File: src/rtl/fsm_lights_timed.sv
// fsm_lights_timed: two-street traffic-light controller with timed yellow phases.
//
// Street A and street B alternate right-of-way based on car sensors. Parade
// mode (M) holds street B green. Each yellow phase lasts exactly YELLOW_CYCLES
// clocks, timed by a saturating up-counter that restarts on every state change.
//
// Ports:
//   clk    - system clock, rising edge
//   reset  - asynchronous, active-high
//   TA     - car present on street A
//   TB     - car present on street B
//   M      - parade mode (1 = hold street B green)
//   LA     - street A lamp: 00 green, 01 yellow, 10 red
//   LB     - street B lamp: same encoding as LA
//   state  - current FSM state (0..3), for observation
//
// Build option: define MIN_GREEN_EN to make each green phase last at least
// MIN_GREEN_CYCLES cycles before the sensors may end it.

module fsm_lights_timed #(
   parameter int unsigned YELLOW_CYCLES    = 5,
   parameter int unsigned MIN_GREEN_CYCLES = 8,
   parameter int unsigned TIMER_W          = 4
) (
   input  logic       clk,
   input  logic       reset,
   input  logic       TA,
   input  logic       TB,
   input  logic       M,
   output logic [1:0] LA,
   output logic [1:0] LB,
   output logic [1:0] state
);

   typedef enum logic [1:0] {
      S0 = 2'd0,  // A green,  B red
      S1 = 2'd1,  // A yellow, B red
      S2 = 2'd2,  // A red,    B green
      S3 = 2'd3   // A red,    B yellow
   } state_t;

`ifdef MIN_GREEN_EN
   localparam logic MIN_GREEN_ON = 1'b1;
`else
   localparam logic MIN_GREEN_ON = 1'b0;
`endif

   localparam logic [TIMER_W-1:0] YEL_LAST   = TIMER_W'(YELLOW_CYCLES - 1);
   localparam logic [TIMER_W-1:0] GREEN_LAST = TIMER_W'(MIN_GREEN_CYCLES - 1);
   localparam logic [TIMER_W-1:0] TIMER_MAX  = '1;

   state_t               state_q, state_d;
   logic [TIMER_W-1:0]   timer_q, timer_d;
   logic                 green_done;
   logic                 yellow_done;

   // With the minimum-green option off, green may end on any cycle.
   assign green_done  = !MIN_GREEN_ON || (timer_q >= GREEN_LAST);
   assign yellow_done = (timer_q == YEL_LAST);

   always_comb begin
      state_d = state_q;
      case (state_q)
         S0:      if (!TA && green_done)       state_d = S1;
         S1:      if (yellow_done)             state_d = S2;
         S2:      if (!M && !TB && green_done) state_d = S3;
         S3:      if (yellow_done)             state_d = S0;
         default:                              state_d = S0;
      endcase
   end

   // Timer restarts on every state change and saturates instead of wrapping.
   always_comb begin
      timer_d = timer_q;
      if (state_d != state_q)
         timer_d = '0;
      else if (timer_q != TIMER_MAX)
         timer_d = timer_q + TIMER_W'(1);
   end

   always_ff @(posedge clk or posedge reset) begin
      if (reset) begin
         state_q <= S0;
         timer_q <= '0;
      end else begin
         state_q <= state_d;
         timer_q <= timer_d;
      end
   end

   // Moore outputs, decoded from the registered state only.
   always_comb begin
      LA = 2'b10;
      LB = 2'b10;
      case (state_q)
         S0:      LA = 2'b00;
         S1:      LA = 2'b01;
         S2:      LB = 2'b00;
         S3:      LB = 2'b01;
         default: begin
            LA = 2'b10;
            LB = 2'b10;
         end
      endcase
   end

   assign state = state_q;

endmodule
File: config.mk
export PLATFORM = sky130hd
export DESIGN_NAME = fsm_lights_timed
export DESIGN_NICKNAME = d
export VERILOG_FILES = /design/src/rtl/fsm_lights_timed.sv
export SDC_FILE = /design/constraint.sdc
export NUM_CORES = 1
export LEC_CHECK = 0
export CAP_MARGIN = 10
export CORE_AREA = 3 3 40 42
export CTS_BUF_LIST = sky130_fd_sc_hd__clkbuf_8
export DETAILED_ROUTE_END_ITERATION = 10
export DIE_AREA = 0 0 43 45
export DONT_BUFFER_PORTS = 1
export PLACE_DENSITY = 0.44
export SYNTH_ARGS = -nofsm -noshare
export SYNTH_HDL_FRONTEND = slang
export SYNTH_SLANG_ARGS = --single-unit
export TNS_END_PERCENT = 20
File: constraint.sdc
create_clock -name clk -period 3.14 [get_ports clk]
set_clock_uncertainty 0.15 [all_clocks]
set_input_delay 0.471 -clock clk [delete_from_list [all_inputs] [get_ports clk]]
set_output_delay 0.471 -clock clk [all_outputs]
set_load 0.05 [all_outputs]
**Yosys cells after proc, flatten, opt, wreduce, memory -nomap -nowiden**

Index checks and enable logic that the tools add are counted.

- Register bits after elaboration: 6
- Latch bits: 0
- Memory bits (writable): 0
- Bits in read-only memories: 0
- Input bits: 5
- Output and inout port bits: 6
- Word-level logic and storage cells: 23
- Memories kept: 0

- Add/subtract/negate cells: 1
- $mul: 0
- Div/mod/pow operators: 0
- Order comparisons: 0
- Equality and inequality tests: 6
- Shift-type cells: 0
- Mux-type cells: 9
- Bitwise gates (word level): 0
- Reduce and logical (&&, ||, !) cells: 5

Operators with widths:

| cell | number |
|---|---|
| $mux 2 | 4 |
| $mux 4 | 2 |
| $pmux 2 s2 | 2 |
| $pmux 2 s4 | 1 |
| $add 4x1->4 const B | 1 |
| $eq 2x2->1 const B | 2 |
| $eq 4x3->1 const B | 1 |
| $ne 4x4->1 const B | 1 |
| $eq 2x1->1 const B | 1 |
| $logic_not 1->1 | 2 |
| $logic_not 2->1 | 1 |
| $ne 2x2->1 | 1 |
| $reduce_bool 2->1 | 1 |
| $logic_and 1x1->1 | 1 |

**Logic depth before layout (Yosys ltp)**

Gate-level depths: netlist of run 1.

- Word-level depth: 6
- Mapped depth: 5

**Least setup slack after synthesis of run 1**

No wires, ideal clock.

- Path type: register to output
- Start point: register state_q[1], in the netlist state[1]
- End point: output port LA[1]
- Arrival: 1.207 ns
- Data required time: 2.519 ns
- Slack: 1.312 ns
- Stages on the path, launching flop included: 2
- Buffers on the path: 1
- Path through: dfrtp_1 clkbuf_1

- Longest elaborated chain between the ends: 2
- Elaborated cells on any way between the ends: 3

RTL lines:

| item | line | RTL |
|---|---|---|
| start: declaration | 52 | `state_t state_q, state_d;` |
| start signal: assignment | 86 | `state_q <= state_d;` |
| $eq 2x1->1 or $logic_not 2->1 (tied branches) | 95 | `case (state_q)` |
| $pmux 2 s2 (*) | 95 |  |
| end: declaration | 30 | `output logic [1:0] LA,` |

Every way passes the cells marked *; elsewhere a longest branch is shown, timed or not.

**Worst setup path in the final report of run 1**

- Start point: register state_q[1], in the netlist state[1]
- End point: output port LB[0]

- Longest elaborated chain between the ends: 2
- Elaborated cells on any way between the ends: 3

RTL lines:

| item | line | RTL |
|---|---|---|
| $eq 2x2->1 | 95 |  |
| $pmux 2 s2 (*) | 95 |  |
| end: declaration | 31 | `output logic [1:0] LB,` |

Marked as above.

==> flow_summary.toml, run 1 <==
[die]
die_area_um2 = 1935
start_util_pct = 27.36
fp.dieH_um = 45
design.core.area_um2 = 1285
die_w_um = 43
io_pins = 11
num_rows = 13

[sta]
final_max_slew_viol_count = 0
setup-tns-final_ns = 0
slew_headroom_pct = 59.98
finalSetupViolCount = 0
worst_pin_slew_ns = 0.6003
min_period_ns = 1.975
timing.fmax_mhz = 506.4
hold_viol = 0
period_share_pct = 62.89
setup_ws_ns = 1.165
rsz0062_at_grt = "false"

[synth]
synth_nets = 41
ys_seq_area_share_pct = 42.70
syn_area_um2 = 351.6
yosysWarnings = 0
avgSynthCellArea_um2 = 10.34
syn-instance-count = 34
ys_seq_elements = 6
ys_types = 18

[worst_setup_path]
path_cells = "and2_2"
crit_arrival_ns = 1.35
crit_family = "flip-flops"
critPathKind = "reg2out"
slowest_stage = "dfrtp_1"
path_max_fanout = 7
slowest_delay_ns = 0.71
crit_path_end_kind = "primary output"
cp-start-kind = "register"
critPathRequiredTime_ns = 2.52
path_buf_inv = 0

[grt]
antenna_found_initial = 0
grtUsageTotal_pct = 8.703
grt_max_degree = 8
grt_pass1_wl_mm = 1.090
grt_overflow = 0
first_global_vias = 245

[placement]
finalWeightedCongestion = 0.6687
place_ws_ns = 1.332
io_buffer_count = 0
place_inst = 49
hpwl_um = 496.1

[cells_and_area]
drive_above_1_share_pct = 21.05
num_antenna_cells = 0
fin_util_pct = 33.11
nets = 47
final_cells = 53
syn_to_final_growth_pct = 21.00

[run_status]
status = "finished, final reports clean"

[detailed_routing]
routed_via_density = 4.887
ant_nets = 0
drt-initial-drc-count = 5
wire_per_inst_um = 12.08
firstDrtPassIters = 4
drc = 0
vias = 259
wirelength_um = 640

[clock_tree]
cts_buffers = 3
cts.sinks = 6
hold_buffers = 1
insertion_delay_ns = 0.23
h-tree-depth = 1
clockBufferDepth = 2
postCtsSetupBuffers = 0
cts_root_buf = "clkbuf_8"
ctsResizeCount = 0
cts_tree = "done"
path_clk_slew_ns = 0.03

[worst_hold_path]
hp-class = "in2reg"

[flow_run]
drv_cap = 0
[metal layers]
metal	wire, um	up-vias	track usage (%)
li1	-	122	-
met1	264	121	8.802
met2	271	12	10.78
met3	67	4	5.578
met4	37	0	10.84
met5	0	-	0
[flip-flops by register name, indices dropped and copies added (netlist names)]
| register | flops |
|---|---|
| state | 2 |
| timer_q | 4 |
[cells in the mapped netlist (all sizes together)]
cell type | instances | share of area (%)
nand3 | 3 | 4.3
clkbuf | 1 | 1.1
nor2b | 1 | 1.8
a31oi | 1 | 1.8
xnor2 | 2 | 5.0
nor2 | 4 | 4.3
o21a | 1 | 2.1
and2 | 1 | 2.1
inv | 4 | 4.3
ha | 2 | 7.1
dfrtp | 6 | 43
nand3b | 1 | 2.1
mux2i | 1 | 2.8
a2bb2oi | 1 | 4.3
nor3b | 1 | 5.3
and2b | 1 | 2.5
a211oi | 2 | 4.3
o21bai | 1 | 2.1
[per-stage QoR]
step / area (um2) / hold WS (ns)
3_5_place_dp: 374.1 / 0.1481
4_1_cts: 425.4 / 0.3426
3_3_place_gp: 374.1 / 0.1403
6_report: 425.4 / 0.3426
2_1_floorplan: 351.6 / 0.1120
5_1_grt: 425.4 / 0.3492
[path summary, 6_finish.rpt]
check,startpoint,endpoint,slack (ns),depth (start not counted)
max reg2reg,state[1],timer_q[2],1.35,4
min,TB,state[0],0.34,2
max in group asynchronous,reset,state[1],2.18,2
min in group asynchronous,reset,timer_q[1],0.45,2
min reg2reg,timer_q[3],timer_q[3],0.38,1
max,state[1],LB[0],1.17,1
[cell families after synthesis]
kind of cell    count (synthesis)  share of synthesized area [%]
compound gates                  6                          14.59
xor+xnor                        2                          4.983
fa+ha+maj                       2                          7.116
buf+inv                         5                          5.336
flops                           6                          42.70
mux                             1                          2.847
simple gates                   12                          22.42
[area by class of cell]
| class | instances | area (um2) |
|---|---|---|
| tap | 15 | 18.77 |
| sequential | 6 | 150.1 |
| clock buffer | 3 | 41.29 |
| timing repair buffer | 2 | 17.52 |
| fill | 134 | 859.6 |
| inverter | 4 | 15.01 |
| multi-input combinational | 23 | 182.7 |
[worst register-to-register path: cells and delay by family, from the launching register on]
kind	cells	cell delay, ns
buf+inv	1	0.32
compound gates	3	0.52
flops	1	0.71
[layout by cell type, fill, tap and decap left out, types with 2 or more instances in the layout]
cell type  n
a211oi_1   2
clkbuf_8   3
dfrtp_1    6
ha_1       2
inv_1      4
nand3_1    3
nor2_1     4
xnor2_1    2
Power of run 1 is not shown: default switching activity piles up to over one toggle a cycle in this logic, so the estimate is an artifact.
==> run 2: changes to the inputs <==
==> constraint.sdc (replaced) <==
create_clock -name clk -period 1.9 [get_ports clk]
set_clock_uncertainty 0.15 [all_clocks]
set_input_delay 0.285 -clock clk [delete_from_list [all_inputs] [get_ports clk]]
set_output_delay 0.285 -clock clk [all_outputs]
set_load 0.05 [all_outputs]
==> flow_summary.toml, run 2 (same netlist as run 1, synthesis figures left out) <==
[run_status]
status = "finished, final reports clean"

[cells_and_area]
top_register = "timer_q"
nets = 50
largest_reg_flops = 4
layout_commonest_cell = "dfrtp_1"
final_cell_mix = "dfrtp_1, nor2_1, inv_1, buf_4"
drive_above_1_share_pct = 26.83
num_antenna_cells = 0
syn_to_final_growth_pct = 27.40
final_cells = 56

[sta]
setup_ws_ns = 0.3270
setup-tns-final_ns = 0
slew_headroom_pct = 82.37
final_max_slew_viol_count = 0
worst_pin_slew_ns = 0.2655
period_share_pct = 82.79
hold_viol = 0
rsz0062_at_grt = "false"
min_period_ns = 1.573
finalSetupViolCount = 0
timing.fmax_mhz = 635.7

[clock_tree]
ctsResizeCount = 0
clockBufferDepth = 2
h-tree-depth = 1
path_clk_slew_ns = 0.03
postCtsSetupBuffers = 0
cts_tree = "done"
cts_buffers = 3
cts.sinks = 6
insertion_delay_ns = 0.22
cts_root_buf = "clkbuf_8"

[placement]
place_ws_ns = 0.5376
place_inst = 52
hpwl_um = 526.1
io_buffer_count = 0
finalWeightedCongestion = 0.6510

[worst_setup_path]
critPathRequiredTime_ns = 1.46
worstReg2RegStart = "timer_q[0]"
ff2ff_path_depth = 5
crit_arrival_ns = 1.14
r2r_setup_slack_ns = 0.56
critPathKind = "reg2out"
r2r_end = "timer_q[2]"
cp-start-kind = "register"
crit_path_end_kind = "primary output"
path_max_fanout = 7

[die]
io_pins = 11
die_area_um2 = 1935
design.core.area_um2 = 1285
start_util_pct = 27.36
num_rows = 13
fp.dieH_um = 45
die_w_um = 43

[detailed_routing]
wirelength_um = 629
drt-initial-drc-count = 1
wire_per_inst_um = 11.23
firstDrtPassIters = 2
routed_via_density = 4.571
vias = 256
drc = 0
ant_nets = 0

[grt]
grtUsageTotal_pct = 8.020
grt_overflow = 0
grt_pass1_wl_mm = 1.104
antenna_found_initial = 0
grt_max_degree = 8
first_global_vias = 265

[flow_run]
drv_cap = 0

[worst_hold_path]
min_to = "state[0]"
worstHoldPathCells = 2
hp-class = "in2reg"
min-delay-start = "TB"
==> run 2: cell count changes in the layout (fill, tap and decap cells not counted) <==
cell	delta
buf_4	+3
==> run 2: stage by stage <==
stage          util [%]  hold slack (ns)  cell area, um2
5_1_grt           34.86           0.1613           447.9
3_3_place_gp      30.87         -0.04462           396.6
6_report          34.86           0.1605           447.9
2_1_floorplan         -         -0.07404           351.6
3_5_place_dp      30.87         -0.03568           396.6
4_1_cts           34.86           0.1580           447.9
==> run 2: repair_timing <==
item,CTS,global route
hold endpoints to repair,6,0
hold buffers,1,0
endpoints found under the setup margin,0,0
==> run 2: routing by layer <==
layer / routed length (um) / track usage (%)
met1: 258 / 7.786
met3: 67 / 3.187
met2: 303 / 13.17
met5: 0 / 0
met4: 0 / 7.229
==> run 2: final cells by class <==
| cell class | count | area, um2 |
|---|---|---|
| Fill cell | 131 | 837.1 |
| Multi-Input combinational cell | 23 | 182.7 |
| Sequential cell | 6 | 150.1 |
| Clock buffer | 3 | 41.29 |
| Timing Repair Buffer | 5 | 40.04 |
| Tap cell | 15 | 18.77 |
| Inverter | 4 | 15.01 |
==> run 2: how the worst max path moves through the flow <==
stage,slack [ns],cells after the start,endpoint,from
3_5_place_dp,0.54,5,timer_q[2],timer_q[0]
2_1_floorplan,0.26,1,LA[1],state[1]
6_report,0.33,3,LB[1],state[1]
5_1_grt,0.27,3,LB[1],state[1]
4_1_cts,0.32,3,LB[1],state[1]
3_3_place_gp,0.56,5,timer_q[2],timer_q[0]
==> run 2: critical path: stages (launching register included) <==
cell and delay, ns:
dfrtp_1 0.43, buf_4 0.24, inv_1 0.06, buf_4 0.18
Power of run 2 is left out for the same reason.
